==> config.mk <==
export PLATFORM = sky130hd
export DESIGN_NAME = mult_12x12_flat
export DESIGN_NICKNAME = d
export VERILOG_FILES = /design/src/rtl/mult_12x12_if.sv /design/src/rtl/mult_12x12.sv /design/src/flat_wrapper.sv
export SDC_FILE = /design/constraint.sdc
export NUM_CORES = 1
export LEC_CHECK = 0
export CORE_UTILIZATION = 63
export CTS_BUF_LIST = sky130_fd_sc_hd__clkbuf_2
export CTS_CLUSTER_DIAMETER = 200
export CTS_CLUSTER_SIZE = 28
export DETAILED_ROUTE_END_ITERATION = 8
export PLACE_DENSITY = 0.91
export SYNTH_ARGS = -nofsm -noshare
export SYNTH_HDL_FRONTEND = slang
export SYNTH_SLANG_ARGS = --single-unit
==> constraint.sdc <==
create_clock -name Clk -period 6.19 [get_ports Clk]
set_clock_uncertainty 0.1 [all_clocks]
set_input_delay 1.238 -clock Clk [delete_from_list [all_inputs] [get_ports Clk]]
set_output_delay 1.238 -clock Clk [all_outputs]
set_load 0.005 [all_outputs]
==> src/rtl/mult_12x12_if.sv <==
// ---------------------------------------------------------------------------
// mult_12x12_if
// Operand/result bundle for the pipelined signed 12x12 Booth multiplier.
//
// Signals:
//   In_Valid        Din/Coeff are valid this cycle        (master -> slave)
//   Din      [11:0] signed two's-complement sample         (master -> slave)
//   Coeff    [11:0] signed two's-complement coefficient    (master -> slave)
//   Product  [23:0] signed full-precision Din*Coeff        (slave -> master)
//   Out_Valid       Product belongs to a valid input pair  (slave -> master)
//   Product_Scaled [11:0]  Product[22:11], Q11 rescale     (slave -> master)
//                   only present when MULT_12X12_SCALED_OUT_EN is defined
//
// Modports: master drives operands, slave (the multiplier) drives results.
// ---------------------------------------------------------------------------
interface mult_12x12_if;

    logic        In_Valid;
    logic [11:0] Din;
    logic [11:0] Coeff;
    logic [23:0] Product;
    logic        Out_Valid;
`ifdef MULT_12X12_SCALED_OUT_EN
    logic [11:0] Product_Scaled;

    modport master (output In_Valid, Din, Coeff,
                    input  Product, Out_Valid, Product_Scaled);
    modport slave  (input  In_Valid, Din, Coeff,
                    output Product, Out_Valid, Product_Scaled);
`else
    modport master (output In_Valid, Din, Coeff,
                    input  Product, Out_Valid);
    modport slave  (input  In_Valid, Din, Coeff,
                    output Product, Out_Valid);
`endif

endinterface

==> src/rtl/mult_12x12.sv <==
// ---------------------------------------------------------------------------
// mult_12x12
// Pipelined signed 12x12 multiplier built from radix-4 Booth partial products
// and a registered adder tree (no inferred DSP multiply). Used as the per-tap
// multiplier of the transposed-form FIR filter.
//
// Parameters:
//   LATENCY  cycles from sampled input pair to Product/Out_Valid (1 or 2).
//            2 registers the two half-tree sums and the output,
//            1 registers only the output.
//
// Ports:
//   Clk   rising-edge clock
//   Hlt   synchronous active-high reset; clears every pipeline register
//   bus   mult_12x12_if.slave: In_Valid/Din/Coeff in, Product/Out_Valid out
//
// Optional feature macro: MULT_12X12_SCALED_OUT_EN
//   adds bus.Product_Scaled = Product[22:11], registered with Product.
// ---------------------------------------------------------------------------
module mult_12x12 #(
    parameter int LATENCY = 2
) (
    input  logic        Clk,
    input  logic        Hlt,
    mult_12x12_if.slave bus
);

    logic [23:0] w_dinExt;
    logic [12:0] w_coeffExt;
    logic [23:0] w_pp [6];
    logic [23:0] w_sumLo;
    logic [23:0] w_sumHi;
    logic [23:0] w_final;
    logic        w_finalValid;

    logic [23:0] r_product;
    logic        r_outValid;

    // Booth recoding: the coefficient gets an implicit 0 below its LSB and is
    // scanned in overlapping 3-bit windows. Each window picks 0, +-Din or
    // +-2Din, weighted by 4^i. All arithmetic is modulo 2^24, which is exact
    // because every true product fits in 24 bits signed.
    always_comb begin
        w_dinExt   = {{12{bus.Din[11]}}, bus.Din};
        w_coeffExt = {bus.Coeff, 1'b0};
        for (int i = 0; i < 6; i++) begin
            w_pp[i] = '0;
            case (w_coeffExt[2*i +: 3])
                3'b001, 3'b010: w_pp[i] = w_dinExt;
                3'b011:         w_pp[i] = w_dinExt << 1;
                3'b100:         w_pp[i] = -(w_dinExt << 1);
                3'b101, 3'b110: w_pp[i] = -w_dinExt;
                default:        w_pp[i] = '0;
            endcase
            w_pp[i] = w_pp[i] << (2 * i);
        end
    end

    // Two half trees so the LATENCY=2 build can register them separately.
    assign w_sumLo = w_pp[0] + w_pp[1] + w_pp[2];
    assign w_sumHi = w_pp[3] + w_pp[4] + w_pp[5];

    generate
        if (LATENCY == 2) begin : g_lat2
            logic [23:0] r_sumLo;
            logic [23:0] r_sumHi;
            logic        r_validS1;

            // First pipeline stage: hold the half-tree sums and the valid bit.
            always_ff @(posedge Clk) begin
                if (Hlt) begin
                    r_sumLo   <= '0;
                    r_sumHi   <= '0;
                    r_validS1 <= 1'b0;
                end else begin
                    r_sumLo   <= w_sumLo;
                    r_sumHi   <= w_sumHi;
                    r_validS1 <= bus.In_Valid;
                end
            end

            assign w_final      = r_sumLo + r_sumHi;
            assign w_finalValid = r_validS1;
        end else if (LATENCY == 1) begin : g_lat1
            assign w_final      = w_sumLo + w_sumHi;
            assign w_finalValid = bus.In_Valid;
        end else begin : g_badLatency
            $error("mult_12x12: LATENCY must be 1 or 2");
        end
    endgenerate

`ifdef MULT_12X12_SCALED_OUT_EN
    logic [11:0] r_productScaled;

    // Output stage including the Q11 rescale, which shares Product's timing.
    always_ff @(posedge Clk) begin
        if (Hlt) begin
            r_product       <= '0;
            r_outValid      <= 1'b0;
            r_productScaled <= '0;
        end else begin
            r_product       <= w_final;
            r_outValid      <= w_finalValid;
            r_productScaled <= w_final[22:11];
        end
    end

    assign bus.Product_Scaled = r_productScaled;
`else
    // Output stage: the final add lands here; invalid pairs still flow through.
    always_ff @(posedge Clk) begin
        if (Hlt) begin
            r_product  <= '0;
            r_outValid <= 1'b0;
        end else begin
            r_product  <= w_final;
            r_outValid <= w_finalValid;
        end
    end
`endif

    assign bus.Product   = r_product;
    assign bus.Out_Valid = r_outValid;

endmodule

==> src/flat_wrapper.sv <==
// flat-port wrapper written by rule: the top's interface ports become plain ports
module mult_12x12_flat 
#(
    parameter int LATENCY = 2
)
  (Clk, Hlt, bus_In_Valid, bus_Din, bus_Coeff, bus_Product, bus_Out_Valid);
  mult_12x12_if bus_i ();
  input  logic Clk;
  input  logic Hlt;
  input wire logic [$bits(bus_i.In_Valid)-1:0] bus_In_Valid;
  input wire logic [$bits(bus_i.Din)-1:0] bus_Din;
  input wire logic [$bits(bus_i.Coeff)-1:0] bus_Coeff;
  output wire logic [$bits(bus_i.Product)-1:0] bus_Product;
  output wire logic [$bits(bus_i.Out_Valid)-1:0] bus_Out_Valid;
  assign bus_i.In_Valid = bus_In_Valid;
  assign bus_i.Din = bus_Din;
  assign bus_i.Coeff = bus_Coeff;
  assign bus_Product = bus_i.Product;
  assign bus_Out_Valid = bus_i.Out_Valid;
  mult_12x12 #(.LATENCY(LATENCY)) u_core (.Clk(Clk), .Hlt(Hlt), .bus(bus_i));
endmodule
==> flow_metrics.env <==
export IMPL_htree_levels=3
export IMPL_wl_per_cell_um=18.8
export IMPL_antenna_found_initial=0
export IMPL_synth_largest_area_cell="dfxtp_1"
export IMPL_crit_arrival_ns=6.17
export IMPL_area_growth_pct=15.5
export IMPL_dr_wl_met3_um=3280
export IMPL_place_congestion=1.08
export IMPL_rsz0062_at_grt="false"
export IMPL_syn_avg_cell_area_um2=7.44
export IMPL_grt_pass1_wl_um=43400
export IMPL_fin_crit_ns=5.81
export IMPL_fp_dieW_um=119
export IMPL_met2WireLength_um=11600
export IMPL_cts_hold_buf=0
export IMPL_ys_ff_latch=68
export IMPL_worstPathCellList="clkdlybuf4s50_1, or4_1, buf_4, nor2_1, xnor2_1, buf_4, a21oi_1, o22ai_1, o21ai_0, buf_4, fa_1, inv_1, ha_1, o21ai_0, a21oi_1, o41a_1, a221oi_1, a21oi_1, or4b_2, nand2_1"
export IMPL_p_sw_frac=0.439
export IMPL_multiInputGateArea_um2=6640
export IMPL_wl_um=26700
export IMPL_ctsResizeCount=0
export IMPL_criticalPathCategory="primary input to flop"
export IMPL_cts_tree="done"
export IMPL_hold_viol=0
export IMPL_synth_top_cell_area_share=0.158
export IMPL_fmax_mhz=172
export IMPL_gr_usage_all_layers=0.382
export IMPL_p_sw_mw=1.20
export IMPL_maxSlewHeadroom=0.497
export IMPL_synth_cells=1157
export IMPL_tightestPinTransition_ns=0.746
export IMPL_synthesis_area_um2=8610
export IMPL_regToRegStartpoint="u_core.g_lat2.r_sumHi[6]"
export IMPL_wl_met1_um=9970
export IMPL_p_int_mw=1.54
export IMPL_cts_setup_buffers=0
export IMPL_setup_violations=0
export IMPL_viasPerCell=6.68
export IMPL_dieArea_um2=14100
export IMPL_yosysUniqueCellTypes=82
export IMPL_grt_pass1_vias=8803
export IMPL_hpwl_um=20700
export IMPL_syn_nets=1275
export IMPL_synth_area_top_cells="dfxtp_1 16%, fa_1 8.1%, ha_1 8.1%, a21oi_1 6.0%, nor2_1 5.8%"
export IMPL_final_max_slew_viol_count=0
export IMPL_cp_max_fo=6
export IMPL_worstSkewPairLatency_ns=0.52
export IMPL_hp_start="u_core.g_lat2.r_sumLo[4]"
export IMPL_postLayoutCellArea_um2=9950
export IMPL_cp_num_buf_inv=5
export IMPL_power_density_nw_per_um2=275
export IMPL_cts_sinks=68
export IMPL_irDropWorstVdd_mv=0.158
export IMPL_fin_nets=1361
export IMPL_combPwrFrac=0.663
export IMPL_end_kind="flop"
export IMPL_power_frac_clock=0.103
export IMPL_grt_max_degree=74
export IMPL_top_layer="met4"
export IMPL_min_period_over_period=0.938
export IMPL_cp_required_ns=6.55
export IMPL_ys_seq_area_frac=0.158
export IMPL_start_util=0.648
export IMPL_yosysWarningCount=0
export IMPL_drtAntennaViolNets=0
export IMPL_drc=0
export IMPL_synth_flop_cell="dfxtp_1"
export IMPL_regArea_um2=1360
export IMPL_io_pins=52
export IMPL_fin_tns_setup_ns=0
export IMPL_placementRows=42
export IMPL_synth_edf_count=0
export IMPL_drt_iter0_drc=1433
export IMPL_drtPass1Iterations=8
export IMPL_cp_slowest_stage_delay_ns=0.61
export IMPL_synthArstFlopShare=0
export IMPL_dr_total_vias=9510
export IMPL_crit_start="bus_Din[1]"
export IMPL_hold_path_class="flop to flop"
export IMPL_drive_above_1_share=0.125
export IMPL_core_area_um2=13300
export IMPL_seqPwrFrac=0.234
export IMPL_io_buffers=51
export IMPL_p_leak_nw=4.46
export IMPL_antenna_cells=0
export IMPL_maxCapViolCount=0
export IMPL_dpl_cell_area_um2=9820
export IMPL_clkTransAtPathRegs_ns=0.16
export IMPL_root_buffer="clkbuf_2"
export IMPL_crit_family="simple AND/OR/NAND/NOR gates"
export IMPL_cts_buffers_inserted=9
export IMPL_nFillCells=939
export IMPL_overflow=0
export IMPL_crit_path_start_kind="primary input"
export IMPL_cp_slowest_cell="or4b_2"
export IMPL_die_h_um=119
export IMPL_status="complete, no violations"
export IMPL_cts_max_path_buffers=2
worst paths after layout:
path | end | slack (ns) | depth (start not counted)
max | u_core.g_lat2.r_sumLo[22] | 0.38 | 20
min | u_core.bus.Product[4] | 0.36 | 1
max reg2reg | u_core.bus.Product[20] | 3.42 | 10
min reg2reg | u_core.bus.Product[4] | 0.36 | 1
cells by family (layout without fill, tap and decap cells):
group,Yosys count,count (layout),synth area share
muxes,22,22,0.0291
xor gates and xnor gates,83,83,0.0875
adders and majority gates,91,91,0.163
AOI/OAI and AO/OA,386,386,0.302
and+or+nand+nor,346,346,0.189
buffers and inverters,161,252,0.0716
DFF,68,68,0.158
area by class of cell:
cell class / count / area share
clock buffer: 10 / 0.00503
inverter: 78 / 0.0294
multi-input combinational: 928 / 0.667
sequential: 68 / 0.137
clock inverter: 6 / 0.00792
timing repair buffer: 158 / 0.132
tap: 176 / 0.0221
cell usage in the layout (no fill, tap or decap), types with 5 or more instances in the layout:
| cell type | count |
|---|---|
| a2bb2oi_1 | 7 |
| o211ai_1 | 7 |
| a31oi_1 | 8 |
| clkbuf_2 | 10 |
| and2_1 | 6 |
| or3_1 | 5 |
| o221ai_1 | 10 |
| or2_2 | 7 |
| inv_1 | 75 |
| o41a_1 | 5 |
| clkdlybuf4s50_1 | 48 |
| nor2b_1 | 26 |
| ha_1 | 56 |
| a221oi_1 | 14 |
| dfxtp_1 | 68 |
| mux2i_1 | 16 |
| a211oi_1 | 20 |
| nand3_1 | 14 |
| buf_4 | 106 |
| nand2b_1 | 19 |
| xor2_1 | 30 |
| o21a_1 | 13 |
| xnor2_1 | 51 |
| nor2_1 | 132 |
| nand2_1 | 92 |
| o22ai_1 | 14 |
| fa_1 | 35 |
| a221o_1 | 17 |
| a21oi_1 | 103 |
| o21bai_1 | 7 |
| o21ai_0 | 71 |
| nor3_1 | 19 |
| a22oi_1 | 12 |
| a21o_1 | 28 |
stage by stage:
step                 util  hold slack, ns  total power, mW  setup slack, ns  instances
floorplan               -           0.314             1.82            0.357       1157
global placement    0.739           0.316             2.32           0.0512       1408
detailed placement  0.739           0.327             2.40          -0.0432       1408
CTS                 0.748           0.358             2.69            0.505       1424
global route        0.748           0.353             2.94           0.0731       1424
finish              0.748           0.359             2.74            0.383       1424
layer usage:
metal,GRT usage,vias up
met2,0.607,743
met4,0.220,0
met3,0.0857,187
li1,-,4290
met1,0.476,4290
met5,0,-
power groups by stage:
stage                     Combinational [mW]  Clock [mW]  Sequential [mW]
after floorplan                         1.19           0            0.635
after global placement                  1.67           0            0.645
after detailed placement                1.75           0            0.651
after CTS                               1.77       0.283            0.640
after global routing                    1.99       0.303            0.649
final                                   1.82       0.281            0.640
cells in the mapped netlist (all sizes together), types with 7 or more instances:
cell type and instances:
nand2b 19, fa 35, clkbuf 63, a211oi 20, o21ai 76, nor2b 26, nor2 133, o21bai 7
ha 56, a21o 28, buf 20, xor2 31, o221ai 10, nand3 14, a221oi 14, or2 7
nor3 21, mux2i 16, a221o 17, dfxtp 68, o21a 13, a31oi 8, inv 75, o211ai 7
a21oi 104, a22oi 13, o22ai 14, nand2 92, xnor2 52, a2bb2oi 7
state kept, by name, indices dropped and copies added, names as in the netlist:
signal,flops
u_core.bus.Product,24
u_core.g_lat2.r_sumLo,24
u_core.g_lat2.r_sumHi,18
u_core.bus.Out_Valid,1
u_core.g_lat2.r_validS1,1
Power figures use the tool's default switching activity.
